**src/rtl/mbinit_pkg.sv**
```systemverilog
// Shared MBINIT sideband message codes and the REPAIRCLK partner state encoding.
// The TIMEOUT state exists only when REPAIRCLK_TIMEOUT_EN is defined.
package mbinit_pkg;

  localparam logic [3:0] INIT_REQ    = 4'h1;
  localparam logic [3:0] INIT_RESP   = 4'h2;
  localparam logic [3:0] RESULT_REQ  = 4'h3;
  localparam logic [3:0] RESULT_RESP = 4'h4;
  localparam logic [3:0] DONE_REQ    = 4'h5;
  localparam logic [3:0] DONE_RESP   = 4'h6;

  localparam int NUM_LANES = 3;

  typedef enum logic [3:0] {
    ST_IDLE,
    ST_WAIT_INIT_REQ,
    ST_HOLD_INIT,
    ST_INIT_RESP,
    ST_DETECT,
    ST_HOLD_RESULT,
    ST_RESULT_RESP,
    ST_WAIT_DONE_REQ,
    ST_HOLD_DONE,
    ST_DONE_RESP,
    ST_DONE
`ifdef REPAIRCLK_TIMEOUT_EN
    , ST_TIMEOUT
`endif
  } repairclk_state_e;

  // Message driven on the sideband while sitting in a response state; zero elsewhere.
  function automatic logic [3:0] resp_code(input repairclk_state_e st);
    logic [3:0] code;
    code = 4'h0;
    case (st)
      ST_INIT_RESP:   code = INIT_RESP;
      ST_RESULT_RESP: code = RESULT_RESP;
      ST_DONE_RESP:   code = DONE_RESP;
      default:        code = 4'h0;
    endcase
    return code;
  endfunction

  function automatic logic is_resp_state(input repairclk_state_e st);
    return (st == ST_INIT_RESP) || (st == ST_RESULT_RESP) || (st == ST_DONE_RESP);
  endfunction

endpackage

```
**src/rtl/repairclk_lane_counter.sv**
```systemverilog
// Per-lane consecutive clock-pattern counter; pass once PASS_THRESHOLD good
// iterations are seen in a row, after which misses no longer disturb it.
module repairclk_lane_counter #(
  parameter int PASS_THRESHOLD = 16
) (
  input  logic CLK,
  input  logic rst,
  input  logic clear,
  input  logic count_en,
  input  logic hit,
  input  logic miss,
  output logic pass
);

  localparam logic [4:0] THRESHOLD = 5'(PASS_THRESHOLD);

  logic [4:0] count_q;
  logic [4:0] count_d;

  // A miss wins over a simultaneous hit, but a lane that already reached the
  // threshold keeps its pass result.
  always_comb begin
    count_d = count_q;
    if (clear) begin
      count_d = 5'd0;
    end else if (count_en) begin
      if (miss) begin
        if (count_q != THRESHOLD) begin
          count_d = 5'd0;
        end
      end else if (hit && (count_q < THRESHOLD)) begin
        count_d = count_q + 5'd1;
      end
    end
  end

  always_ff @(posedge CLK or posedge rst) begin
    if (rst) begin
      count_q <= 5'd0;
    end else begin
      count_q <= count_d;
    end
  end

  assign pass = (count_q == THRESHOLD);

endmodule

```
**src/rtl/repairclk_module_partner.sv**
```systemverilog
// MBINIT REPAIRCLK module-partner responder: answers INIT/RESULT/DONE requests
// and reports per-lane clock-pattern results. Optional watchdog: REPAIRCLK_TIMEOUT_EN.
module repairclk_module_partner
  import mbinit_pkg::*;
#(
  parameter int PASS_THRESHOLD = 16,
  parameter int TIMEOUT_CYCLES = 1000
) (
  input  logic       CLK,
  input  logic       rst,
  input  logic       i_MBINIT_CAL_end,
  input  logic [3:0] i_RX_SbMessage,
  input  logic       i_Busy_SideBand,
  input  logic       i_falling_edge_busy,
  input  logic [2:0] i_pattern_hit,
  input  logic [2:0] i_pattern_miss,
  output logic [3:0] o_TX_SbMessage,
  output logic       o_ValidOutData_ModulePartner,
  output logic [2:0] o_msginfo,
  output logic       o_detector_en,
  output logic       o_MBINIT_REPAIRCLK_ModulePartner_end,
  output logic       o_timeout
);

  repairclk_state_e state_q, state_d;

  logic [3:0] tx_msg_q, tx_msg_d;
  logic       valid_q, valid_d;
  logic [2:0] msginfo_q, msginfo_d;
  logic       detector_en_q, detector_en_d;
  logic       end_q, end_d;

  logic [NUM_LANES-1:0] lane_pass;
  logic                 lane_clear;
  logic                 lane_count_en;

`ifdef REPAIRCLK_TIMEOUT_EN
  localparam int TO_W = (TIMEOUT_CYCLES > 2) ? $clog2(TIMEOUT_CYCLES) : 1;

  logic [TO_W-1:0] to_cnt_q, to_cnt_d;
  logic            to_expire;
  logic            timeout_q, timeout_d;

  // Watchdog runs while the handshake is in progress and restarts from IDLE.
  always_comb begin
    to_cnt_d  = '0;
    to_expire = 1'b0;
    if ((state_q != ST_IDLE) && (state_q != ST_DONE) && (state_q != ST_TIMEOUT)) begin
      to_expire = (to_cnt_q == TO_W'(TIMEOUT_CYCLES - 1));
      to_cnt_d  = to_cnt_q + TO_W'(1);
    end
  end
`endif

  always_comb begin
    state_d = state_q;
    case (state_q)
      ST_IDLE:          if (i_MBINIT_CAL_end)                state_d = ST_WAIT_INIT_REQ;
      ST_WAIT_INIT_REQ: if (i_RX_SbMessage == INIT_REQ)     state_d = ST_HOLD_INIT;
      ST_HOLD_INIT:     if (!i_Busy_SideBand)                state_d = ST_INIT_RESP;
      ST_INIT_RESP:     if (i_falling_edge_busy)             state_d = ST_DETECT;
      ST_DETECT:        if (i_RX_SbMessage == RESULT_REQ)   state_d = ST_HOLD_RESULT;
      ST_HOLD_RESULT:   if (!i_Busy_SideBand)                state_d = ST_RESULT_RESP;
      ST_RESULT_RESP:   if (i_falling_edge_busy)             state_d = ST_WAIT_DONE_REQ;
      ST_WAIT_DONE_REQ: if (i_RX_SbMessage == DONE_REQ)     state_d = ST_HOLD_DONE;
      ST_HOLD_DONE:     if (!i_Busy_SideBand)                state_d = ST_DONE_RESP;
      ST_DONE_RESP:     if (i_falling_edge_busy)             state_d = ST_DONE;
      ST_DONE:          state_d = ST_DONE;
`ifdef REPAIRCLK_TIMEOUT_EN
      ST_TIMEOUT:       state_d = ST_TIMEOUT;
`endif
      default:          state_d = ST_IDLE;
    endcase

`ifdef REPAIRCLK_TIMEOUT_EN
    if (to_expire) begin
      state_d = ST_TIMEOUT;
    end
`endif

    // Losing the CAL-stage enable aborts from anywhere, taking priority.
    if ((state_q != ST_IDLE) && !i_MBINIT_CAL_end) begin
      state_d = ST_IDLE;
    end
  end

  // Outputs are decoded from the next state so they line up with state entry.
  always_comb begin
    tx_msg_d      = resp_code(state_d);
    valid_d       = is_resp_state(state_d);
    detector_en_d = (state_d == ST_DETECT);
    end_d         = (state_d == ST_DONE);
    msginfo_d     = msginfo_q;
    lane_clear    = (state_d == ST_IDLE);
`ifdef REPAIRCLK_TIMEOUT_EN
    timeout_d     = (state_d == ST_TIMEOUT);
    if (state_d == ST_TIMEOUT) begin
      lane_clear = 1'b1;
    end
`endif
    if (lane_clear) begin
      msginfo_d = 3'b000;
    end else if ((state_q == ST_DETECT) && (state_d == ST_HOLD_RESULT)) begin
      msginfo_d = lane_pass;
    end
  end

  assign lane_count_en = (state_q == ST_DETECT);

  for (genvar g = 0; g < NUM_LANES; g++) begin : g_lane
    repairclk_lane_counter #(
      .PASS_THRESHOLD(PASS_THRESHOLD)
    ) u_lane_counter (
      .CLK     (CLK),
      .rst     (rst),
      .clear   (lane_clear),
      .count_en(lane_count_en),
      .hit     (i_pattern_hit[g]),
      .miss    (i_pattern_miss[g]),
      .pass    (lane_pass[g])
    );
  end

  always_ff @(posedge CLK or posedge rst) begin
    if (rst) begin
      state_q       <= ST_IDLE;
      tx_msg_q      <= 4'h0;
      valid_q       <= 1'b0;
      msginfo_q     <= 3'b000;
      detector_en_q <= 1'b0;
      end_q         <= 1'b0;
`ifdef REPAIRCLK_TIMEOUT_EN
      to_cnt_q      <= '0;
      timeout_q     <= 1'b0;
`endif
    end else begin
      state_q       <= state_d;
      tx_msg_q      <= tx_msg_d;
      valid_q       <= valid_d;
      msginfo_q     <= msginfo_d;
      detector_en_q <= detector_en_d;
      end_q         <= end_d;
`ifdef REPAIRCLK_TIMEOUT_EN
      to_cnt_q      <= to_cnt_d;
      timeout_q     <= timeout_d;
`endif
    end
  end

  assign o_TX_SbMessage                       = tx_msg_q;
  assign o_ValidOutData_ModulePartner         = valid_q;
  assign o_msginfo                            = msginfo_q;
  assign o_detector_en                        = detector_en_q;
  assign o_MBINIT_REPAIRCLK_ModulePartner_end = end_q;
`ifdef REPAIRCLK_TIMEOUT_EN
  assign o_timeout = timeout_q;
`else
  assign o_timeout = 1'b0;
`endif

endmodule

```
**config.mk**
```make
export PLATFORM = sky130hd
export DESIGN_NAME = repairclk_module_partner
export DESIGN_NICKNAME = d
export VERILOG_FILES = /design/src/rtl/mbinit_pkg.sv /design/src/rtl/repairclk_lane_counter.sv /design/src/rtl/repairclk_module_partner.sv
export SDC_FILE = /design/constraint.sdc
export NUM_CORES = 1
export LEC_CHECK = 0
export CORE_MARGIN = 2
export CORE_UTILIZATION = 55
export CTS_CLUSTER_SIZE = 14
export DETAILED_ROUTE_END_ITERATION = 8
export HOLD_SLACK_MARGIN = 0.03
export PLACE_DENSITY = 0.81
export SLEW_MARGIN = 20
export SYNTH_ARGS = -nofsm -noshare
export SYNTH_HDL_FRONTEND = slang
export SYNTH_SLANG_ARGS = --single-unit
export TNS_END_PERCENT = 30
```
**constraint.sdc**
```tcl
create_clock -name CLK -period 3.4 [get_ports CLK]
set_input_delay 0.34 -clock CLK [delete_from_list [all_inputs] [get_ports CLK]]
set_output_delay 0.34 -clock CLK [all_outputs]
set_load 0.05 [all_outputs]
```
==> results.py, run 1 <==
metrics = {
    "outcome": {
        "status": "finished clean",
    },
    "worst_setup_path": {
        "required_ps": 3680,
        "cp_slowest_cell": "or4b_1",
        "start_kind": "flip-flop",
        "r2r_setup_slack_ps": 650,
        "r2r_start": "state_q[3]",
        "crit_cells": 6,
        "crit_path_frequent_cell": "nor4_1",
        "endpoint_kind": "flip-flop",
        "cp_data_arrival_time_ps": 3030,
        "crit_end": "o_msginfo[1]",
        "crit_type": "reg -> reg",
        "crit_start": "state_q[3]",
        "crit_fanout": 18,
        "max_stage_delay_ps": 780,
        "crit_chain": "or4b_1 -> nor4_1 -> nor4_1 -> and2_4 -> or4_4 -> a21oi_2",
        "critical-path-top-delay-family": "simple AND/OR/NAND/NOR gates",
        "path_buf_inv": 0,
        "rr_endpoint": "o_msginfo[1]",
        "r2r_cells": 6,
    },
    "drt": {
        "drt-initial-drc-count": 89,
        "ant_nets": 0,
        "wl_per_cell_microns": 14.5,
        "wirelength_microns": 3760,
        "via_count": 1552,
        "avgViaCountPerCell": 5.97,
        "first_pass_iters": 4,
        "drc": 0,
    },
    "min_path": {
        "min_path_type": "in -> async",
    },
    "global_route": {
        "grt_pass1_vias": 1474,
        "grt_overflow": 0,
        "grt_max_degree": 28,
        "grt_util_all_layers_pct": 22.3,
        "antenna_found_initial": 0,
        "grt_pass1_wl_microns": 6140,
    },
    "timing": {
        "worst_pin_slew_ps": 933,
        "layout_min_cycle_time_ps": 2750,
        "setup_viol": 0,
        "drv_slew": 0,
        "finalHoldViolations": 0,
        "skew_ps": 11.3,
        "slew_headroom_pct": 37.4,
        "rsz0062_at_grt": "no",
        "tns_ps": 0,
        "fmax_mhz": 364,
        "period_share_pct": 80.9,
    },
    "final_layout": {
        "layout.cells.non_filler": 260,
        "area_growth_pct": 15.0,
        "drive_above_1_share_pct": 6.48,
        "utilization_pct": 65.8,
        "antenna_cells": 0,
        "layout.nets": 238,
    },
    "floorplanning": {
        "rows": 20,
        "die_h_microns": 60.1,
        "io_pins": 26,
        "start_util_pct": 57.2,
        "fp.coreArea_sq_um": 3030,
        "die_w_microns": 60.1,
        "dieArea_sq_um": 3620,
    },
    "cts": {
        "cts.htree.levels": 1,
        "cts_buffer_depth": 2,
        "cts-hold-fix-buffers": 0,
        "post_cts_buffers": 0,
        "cts-root-buf": "clkbuf_4",
        "numCtsBuffers": 3,
        "clkLatencyLatePin_ps": 330,
        "cts_resized": 0,
        "cts.sinks": 27,
        "cts_tree": "done",
        "path_clk_slew_ps": 160,
    },
    "synth": {
        "syn_area_per_cell_sq_um": 8.80,
        "yosys_register_bits": 27,
        "syn_area_sq_um": 1730,
        "ys_seq_area_share_pct": 39.0,
        "synthCells": 197,
        "yosysWarningCount": 0,
        "ys_types": 53,
    },
    "power": {
        "vdd_ir_drop_max_uv": 274,
        "p_total_uw": 809,
        "power_density_nw_per_um2": 406,
        "clock_power_share_pct": 18.3,
        "seqPwrFrac_pct": 45.8,
        "pwr-share-comb_pct": 35.9,
        "leakage_nw": 0.806,
        "p_sw_share_pct": 39.5,
        "p_int_uw": 489,
        "netSwitchingPower_uw": 320,
    },
    "placement": {
        "dp_hpwl_microns": 2860,
        "port_buffers": 22,
        "place.gp.congestion": 0.864,
        "dp.cells": 256,
    },
    "flow_run": {
        "cap_violations": 0,
    },
}
-- cells in the final DEF, fill, tap and decap left out, types with 2 or more instances in the layout --
master,Yosys,final
a211oi_1,2,2
a21boi_1,2,2
a21o_1,2,2
a21oi_1,20,20
a311oi_1,3,3
a31oi_1,3,3
a41oi_1,2,2
clkbuf_4,0,3
clkdlybuf4s50_1,0,22
conb_1,1,3
dfrtp_1,27,27
ha_1,6,6
inv_1,12,11
mux2i_1,2,2
nand2_1,12,12
nand2b_1,5,5
nand3_1,7,7
nand3b_1,3,3
nand4_1,3,3
nor2_1,16,16
nor2b_1,4,4
nor3_1,4,4
nor3b_1,3,3
nor4_1,2,2
nor4bb_1,2,2
o21a_1,2,2
o21ai_0,13,13
or3_1,2,2
or3b_2,2,2
or4b_1,4,4
-- layout make-up --
| cell class | count | area [sq um] |
|---|---|---|
| Clock buffer | 3 | 22.5 |
| Tap cell | 44 | 55.1 |
| Fill cell | 253 | 1030 |
| Clock inverter | 1 | 8.76 |
| Multi-Input combinational cell | 150 | 958 |
| Sequential cell | 27 | 676 |
| Inverter | 12 | 45.0 |
| Timing Repair Buffer | 23 | 228 |
-- cell usage after synthesis, drive strengths merged --
| library cell | number | share of area, % |
|---|---|---|
| and2 | 3 | 1.2 |
| nor2b | 4 | 1.4 |
| o31ai | 1 | 0.43 |
| mux2i | 2 | 1.2 |
| ha | 6 | 4.3 |
| or2 | 1 | 0.36 |
| o32ai | 1 | 0.51 |
| a21o | 2 | 0.87 |
| inv | 12 | 2.6 |
| nor3 | 4 | 1.2 |
| nand2b | 5 | 1.8 |
| nor3b | 3 | 1.3 |
| o21bai | 1 | 0.43 |
| nor4bb | 2 | 1.2 |
| or4 | 2 | 1.1 |
| o21ai | 13 | 3.8 |
| nor4 | 2 | 0.72 |
| o41ai | 1 | 0.51 |
| or4bb | 1 | 0.65 |
| nand4b | 1 | 0.51 |
| a311oi | 3 | 1.5 |
| or3b | 2 | 1.0 |
| or4b | 4 | 2.3 |
| a31oi | 3 | 1.1 |
| buf | 8 | 3.1 |
| o21a | 2 | 0.87 |
| nand3 | 7 | 2.0 |
| a221oi | 1 | 0.87 |
| conb | 1 | 0.22 |
| nor2 | 17 | 3.8 |
| and3 | 1 | 0.36 |
| nand2 | 12 | 2.6 |
| a211oi | 2 | 0.87 |
| dfrtp | 27 | 39 |
| and3b | 1 | 0.51 |
| nand4 | 3 | 1.1 |
| a41oi | 2 | 1.0 |
| o22ai | 1 | 0.36 |
| nand3b | 3 | 1.3 |
| a21oi | 21 | 6.3 |
| or3 | 2 | 0.72 |
| nor4b | 2 | 1.4 |
| a22oi | 1 | 0.43 |
| a21boi | 2 | 0.87 |
| clkbuf | 2 | 0.43 |
-- power by group through the flow --
stage	registers [mW]	logic, mW	clock network [mW]
2_1_floorplan	0.369	0.218	0
3_3_place_gp	0.372	0.282	0
3_5_place_dp	0.375	0.290	0
4_1_cts	0.369	0.292	0.153
5_1_grt	0.374	0.316	0.167
6_report	0.370	0.290	0.148
-- stage by stage --
step	cell area, sq um	worst slack, ps	hold slack [ps]
floorplan	1740	1290	393
global placement	1960	832	511
detailed placement	1960	704	531
CTS	1990	677	551
global route	1990	525	444
finish	1990	649	384
-- worst min path at each step --
stage / start / depth (start not counted) / slack [ps] / to
finish: rst / 2 / 380 / g_lane[0].u_lane_counter.count_q[1]
global route: rst / 2 / 440 / o_MBINIT_REPAIRCLK_ModulePartner_end
CTS: o_msginfo[0] / 2 / 550 / o_msginfo[0]
detailed placement: o_msginfo[0] / 2 / 530 / o_msginfo[0]
global placement: g_lane[0].u_lane_counter.count_q[3] / 1 / 510 / g_lane[0].u_lane_counter.count_q[3]
floorplan: rst / 1 / 390 / g_lane[0].u_lane_counter.count_q[0]
-- logic make-up after synthesis --
logic type / count (synthesis) / synth area share (%)
buffers and inverters: 22 / 6.14
AND/OR/NAND/NOR: 82 / 28.5
adder cells (fa/ha/maj): 6 / 4.33
multiplexers: 2 / 1.16
other: 1 / 0.216
AO/OA/AOI/OAI: 57 / 20.7
flip-flops: 27 / 39.0
-- flip-flops by register name, summed over array words and instances, names as in the netlist --
name                                  cells
o_detector_en                             1
o_ValidOutData_ModulePartner              1
o_msginfo                                 3
o_MBINIT_REPAIRCLK_ModulePartner_end      1
g_lane.u_lane_counter.count_q            15
o_TX_SbMessage                            2
state_q                                   4
-- layer usage --
layer / routed length (microns) / share of wire, % / vias to the layer above / track usage (%)
li1: - / - / 756 / -
met2: 1870 / 50 / 36 / 39.3
met3: 113 / 3.0 / 10 / 1.95
met4: 89 / 2.4 / 0 / 9.21
met5: 0 / 0 / - / 0
met1: 1690 / 45 / 750 / 27.7
(Power assumes the default switching activity.)
==> inputs of run 2 (changes only) <==
--- a/config.mk
+++ b/config.mk
@@ -6,11 +6,11 @@
 export NUM_CORES = 1
 export LEC_CHECK = 0
 export CORE_MARGIN = 2
-export CORE_UTILIZATION = 55
+export CORE_UTILIZATION = 54
 export CTS_CLUSTER_SIZE = 14
 export DETAILED_ROUTE_END_ITERATION = 8
 export HOLD_SLACK_MARGIN = 0.03
-export PLACE_DENSITY = 0.81
+export PLACE_DENSITY = 0.8
 export SLEW_MARGIN = 20
 export SYNTH_ARGS = -nofsm -noshare
 export SYNTH_HDL_FRONTEND = slang
==> constraint.sdc (replaced) <==
create_clock -name CLK -period 2.7 [get_ports CLK]
set_input_delay 0.27 -clock CLK [delete_from_list [all_inputs] [get_ports CLK]]
set_output_delay 0.27 -clock CLK [all_outputs]
set_load 0.05 [all_outputs]
==> run 2 against run 1 <==
First-iteration DRC count decreased by 2.2%. Final cell count increased by 1.5%. Register-to-register slack got worse by 390 ps. Hold slack got worse by 69 ps. Critical path type unchanged. Sequential share of layout area decreased by 0.44 points. Core utilization increased by 0.32 points. Combinational power increased by 30%. Critical path depth unchanged. Sequential cell count unchanged. Sequential power increased by 25%. Wire length increased by 2.3%. Setup slack got worse by 390 ps.
==> results.py, run 2 (same netlist as run 1, synthesis figures left out) <==
metrics = {
    "final_layout": {
        "drive_above_1_share_pct": 8.18,
        "layout_commonest_cell": "dfrtp_1",
        "layout.cells.non_filler": 264,
        "area_growth_pct": 16.5,
        "top_register": "g_lane.u_lane_counter.count_q",
        "final_cell_mix": "dfrtp_1, clkdlybuf4s50_1, a21oi_1",
        "largest_reg_flops": 15,
        "layout.nets": 242,
        "antenna_cells": 0,
    },
    "drt": {
        "ant_nets": 0,
        "first_pass_iters": 4,
        "via_count": 1565,
        "met1_length_microns": 1620,
        "wirelength_microns": 3840,
        "wl_met2_microns": 2040,
        "drc": 0,
        "met3WireLength_microns": 115,
        "avgViaCountPerCell": 5.93,
        "wl_per_cell_microns": 14.6,
        "top_layer": "met4",
        "drt-initial-drc-count": 87,
    },
    "timing": {
        "finalHoldViolations": 0,
        "worst_pin_slew_ps": 603,
        "skew_ps": 2.95,
        "tns_ps": 0,
        "fmax_mhz": 410,
        "finalWorstSetupSlack_ps": 259,
        "rsz0062_at_grt": "no",
        "drv_slew": 0,
        "slew_headroom_pct": 59.4,
        "layout_min_cycle_time_ps": 2440,
        "period_share_pct": 90.4,
        "setup_viol": 0,
    },
    "global_route": {
        "grt_pass1_wl_microns": 6470,
        "grt_pass1_vias": 1599,
        "antenna_found_initial": 0,
        "grt_overflow": 0,
        "grt_util_all_layers_pct": 23.2,
        "grt_max_degree": 28,
    },
    "cts": {
        "numCtsBuffers": 3,
        "cts.htree.levels": 1,
        "cts-hold-fix-buffers": 0,
        "cts_buffer_depth": 2,
        "clkLatencyLatePin_ps": 320,
        "post_cts_buffers": 0,
        "cts.sinks": 27,
        "path_clk_slew_ps": 140,
        "cts_tree": "done",
        "cts_resized": 0,
        "cts-root-buf": "clkbuf_4",
    },
    "placement": {
        "place.gp.congestion": 0.878,
        "port_buffers": 22,
        "dp.cells": 260,
        "dp_hpwl_microns": 2930,
        "post-place-ws_ps": 260,
    },
    "worst_setup_path": {
        "r2r_cells": 6,
        "endpoint_kind": "flip-flop",
        "crit_type": "reg -> reg",
        "cp_data_arrival_time_ps": 2700,
        "crit_chain": "or4b_1 -> buf_4 -> a21o_1 -> a21o_1 -> or4b_1 -> a21oi_1",
        "critical-path-top-delay-family": "simple AND/OR/NAND/NOR gates",
        "r2r_start": "state_q[2]",
        "start_kind": "flip-flop",
        "required_ps": 2960,
        "path_buf_inv": 1,
        "cp_slowest_cell": "dfrtp_1",
        "rr_endpoint": "g_lane[2].u_lane_counter.count_q[2]",
        "r2r_setup_slack_ps": 260,
        "crit_fanout": 17,
        "max_stage_delay_ps": 610,
    },
    "floorplanning": {
        "rows": 20,
        "dieArea_sq_um": 3680,
        "start_util_pct": 56.8,
        "die_w_microns": 60.7,
        "io_pins": 26,
        "die_h_microns": 60.7,
        "fp.coreArea_sq_um": 3050,
    },
    "power": {
        "power_density_nw_per_um2": 501,
        "p_sw_share_pct": 39.1,
        "p_int_uw": 617,
        "p_total_mw": 1.01,
        "clock_power_share_pct": 16.9,
        "vdd_ir_drop_max_uv": 277,
        "pwr-share-comb_pct": 37.3,
        "netSwitchingPower_uw": 396,
        "leakage_nw": 0.828,
        "seqPwrFrac_pct": 45.8,
    },
    "outcome": {
        "status": "finished clean",
    },
    "flow_run": {
        "cap_violations": 0,
    },
    "min_path": {
        "min_path_type": "in -> async",
    },
}
==> run 2: layout make-up <==
cell class,instances,area [sq um]
clock inverter,1,5.00
clock buffer,3,22.5
fill,261,1030
sequential,27,676
timing repair buffer,27,258
inverter,12,45.0
multi-input combinational,150,958
tap,44,55.1
==> run 2: stage by stage <==
| step | hold slack (ps) | cell area [sq um] | utilization, % |
|---|---|---|---|
| 5_1_grt | 348 | 2020 | 66.1 |
| 6_report | 314 | 2020 | 66.1 |
| 4_1_cts | 319 | 2020 | 66.1 |
| 2_1_floorplan | 323 | 1740 | - |
| 3_3_place_gp | 517 | 1990 | 65.2 |
| 3_5_place_dp | 541 | 1990 | 65.2 |
==> run 2: per-layer routing <==
layer	vias up	GRT usage [%]
met5	-	0
met4	0	9.01
met3	8	2.13
met2	33	43.0
met1	761	27.5
li1	763	-
==> run 2: worst max path at each step <==
stage | slack [ps] | from | endpoint | cells after the start
floorplan | 590 | state_q[0] | o_msginfo[1] | 7
global placement | 330 | i_Busy_SideBand | o_msginfo[1] | 7
detailed placement | 260 | i_RX_SbMessage[1] | g_lane[0].u_lane_counter.count_q[3] | 8
CTS | 270 | state_q[0] | g_lane[2].u_lane_counter.count_q[2] | 6
global route | 120 | state_q[2] | g_lane[2].u_lane_counter.count_q[2] | 6
finish | 260 | state_q[2] | g_lane[2].u_lane_counter.count_q[2] | 6
==> run 2: worst min-delay path: stages <==
cell and delay, ps:
clkdlybuf4s50_1 410, inv_1 60, buf_4 320
==> run 2: power groups by stage <==
stage	clock network, mW	logic, mW	registers (mW)
after global placement	0	0.364	0.469
final	0.171	0.378	0.463
after CTS	0.180	0.376	0.463
after floorplan	0	0.274	0.464
after global routing	0.189	0.414	0.471
after detailed placement	0	0.376	0.471
==> inputs of run 3 (changes only) <==
--- a/config.mk
+++ b/config.mk
@@ -6,11 +6,9 @@
 export NUM_CORES = 1
 export LEC_CHECK = 0
 export CORE_MARGIN = 2
-export CORE_UTILIZATION = 54
-export CTS_CLUSTER_SIZE = 14
+export CORE_UTILIZATION = 26
 export DETAILED_ROUTE_END_ITERATION = 8
 export HOLD_SLACK_MARGIN = 0.03
-export PLACE_DENSITY = 0.8
 export SLEW_MARGIN = 20
 export SYNTH_ARGS = -nofsm -noshare
 export SYNTH_HDL_FRONTEND = slang
==> constraint.sdc (replaced) <==
create_clock -name CLK -period 2.9 [get_ports CLK]
set_input_delay 0.29 -clock CLK [delete_from_list [all_inputs] [get_ports CLK]]
set_output_delay 0.29 -clock CLK [all_outputs]
set_load 0.05 [all_outputs]
==> run 3 against run 2 <==
Clock power rose by 26%. Non-clock buffer count is 1 lower. Die area up 99%. Setup slack better by 210 ps. Maximum frequency increased by 0.32%. Critical endpoint is now o_msginfo[1]. Largest power group unchanged. Highest routed layer unchanged.
==> results.py, run 3 (same netlist as run 1, synthesis figures left out) <==
metrics = {
    "cts": {
        "cts_buffer_depth": 2,
        "cts.htree.levels": 1,
        "cts-hold-fix-buffers": 0,
        "numCtsBuffers": 3,
        "post_cts_buffers": 0,
        "cts.sinks": 27,
        "cts_tree": "done",
        "path_clk_slew_ps": 90,
        "cts_resized": 0,
        "clkLatencyLatePin_ps": 270,
        "cts-root-buf": "clkbuf_8",
    },
    "worst_setup_path": {
        "r2r_setup_slack_ps": 470,
        "crit_type": "reg -> reg",
        "start_kind": "flip-flop",
        "crit_fanout": 18,
        "endpoint_kind": "flip-flop",
        "crit_path_frequent_cell": "nor4_1",
        "max_stage_delay_ps": 570,
        "cp_data_arrival_time_ps": 2640,
        "critical-path-top-delay-family": "simple AND/OR/NAND/NOR gates",
        "required_ps": 3110,
        "crit_chain": "or4b_1 -> nor4_1 -> nor4_1 -> and2_4 -> or4_4 -> a21oi_2",
        "cp_slowest_cell": "or4b_1",
        "path_buf_inv": 0,
    },
    "placement": {
        "place.gp.congestion": 0.748,
        "dp.cells": 292,
        "dp_hpwl_microns": 2720,
        "port_buffers": 22,
    },
    "final_layout": {
        "layout.cells.non_filler": 296,
        "top_register": "g_lane.u_lane_counter.count_q",
        "area_growth_pct": 19.5,
        "final_cell_mix": "dfrtp_1, clkdlybuf4s50_1, a21oi_1",
        "layout_commonest_cell": "dfrtp_1",
        "drive_above_1_share_pct": 7.31,
        "largest_reg_flops": 15,
        "layout.nets": 241,
        "antenna_cells": 0,
    },
    "power": {
        "netSwitchingPower_uw": 379,
        "p_int_uw": 617,
        "p_sw_share_pct": 38.0,
        "clock_power_share_pct": 21.6,
        "leakage_nw": 0.829,
        "vdd_ir_drop_max_uv": 193,
        "seqPwrFrac_pct": 43.3,
        "power_density_nw_per_um2": 481,
        "pwr-share-comb_pct": 35.1,
    },
    "floorplanning": {
        "io_pins": 26,
        "die_h_microns": 85.6,
        "fp.coreArea_sq_um": 6390,
        "start_util_pct": 27.1,
        "dieArea_sq_um": 7330,
        "die_w_microns": 85.6,
        "rows": 29,
    },
    "timing": {
        "tns_ps": 0,
        "skew_ps": 4.54,
        "fmax_mhz": 411,
        "hold_slack_ps": 367,
        "period_share_pct": 83.9,
        "worst_pin_slew_ps": 658,
        "layout_min_cycle_time_ps": 2430,
        "drv_slew": 0,
        "rsz0062_at_grt": "no",
        "finalHoldViolations": 0,
        "setup_viol": 0,
        "slew_headroom_pct": 55.7,
    },
    "drt": {
        "ant_nets": 0,
        "via_count": 1505,
        "drc": 0,
        "avgViaCountPerCell": 5.08,
        "wl_per_cell_microns": 12.6,
        "first_pass_iters": 4,
        "wirelength_microns": 3720,
        "drt-initial-drc-count": 91,
    },
    "global_route": {
        "grt_max_degree": 28,
        "grt_pass1_wl_microns": 6620,
        "antenna_found_initial": 0,
        "grt_overflow": 0,
        "grt_util_all_layers_pct": 10.9,
        "grt_pass1_vias": 1382,
    },
    "flow_run": {
        "cap_violations": 0,
    },
    "outcome": {
        "status": "finished clean",
    },
    "min_path": {
        "min_path_type": "in -> async",
    },
}
-- run 3: area by class of cell --
cell class	count	area [sq um]
Clock buffer	4	45.0
Fill cell	664	4320
Inverter	12	45.0
Multi-Input combinational cell	150	958
Sequential cell	27	676
Tap cell	77	96.3
Timing Repair Buffer	26	250
-- run 3: stage by stage --
stage               area, sq um  setup slack, ps  total power [mW]  util [%]
finish                     2070              467             0.997      32.4
global route               2070              318              1.07      32.4
CTS                        2070              432              1.01      32.4
detailed placement         2030              408             0.787      31.7
global placement           2030              405             0.789      31.7
floorplan                  1740              787             0.688         -
-- run 3: path summary, 6_finish.rpt --
path	startpoint	end	cells after the start
worst max register to register	state_q[3]	o_msginfo[1]	6
worst max-delay path	state_q[3]	o_msginfo[1]	6
worst min-delay path	rst	o_TX_SbMessage[2]	3
min in group CLK	g_lane[0].u_lane_counter.count_q[3]	g_lane[0].u_lane_counter.count_q[3]	1
worst min register to register	g_lane[0].u_lane_counter.count_q[3]	g_lane[0].u_lane_counter.count_q[3]	1
max in group asynchronous	rst	o_msginfo[0]	3
-- run 3: worst register-to-register path: stages, from the launching register on --
cell and delay [ps]:
dfrtp_1 550, or4b_1 570, nor4_1 300, nor4_1 160, and2_4 190, or4_4 480, a21oi_2 140
-- run 3: power by group through the flow --
stage | Clock [mW] | Combinational, mW | Sequential [mW]
after global placement | 0 | 0.350 | 0.439
final | 0.215 | 0.349 | 0.432
after floorplan | 0 | 0.255 | 0.432
after global routing | 0.242 | 0.386 | 0.438
after CTS | 0.224 | 0.350 | 0.431
after detailed placement | 0 | 0.348 | 0.439
-- run 3: metal layers --
layer,routed length (microns),global-route usage (%)
met1,1870,15.8
met2,1650,16.5
met4,62,3.90
met3,136,1.64
met5,0,0
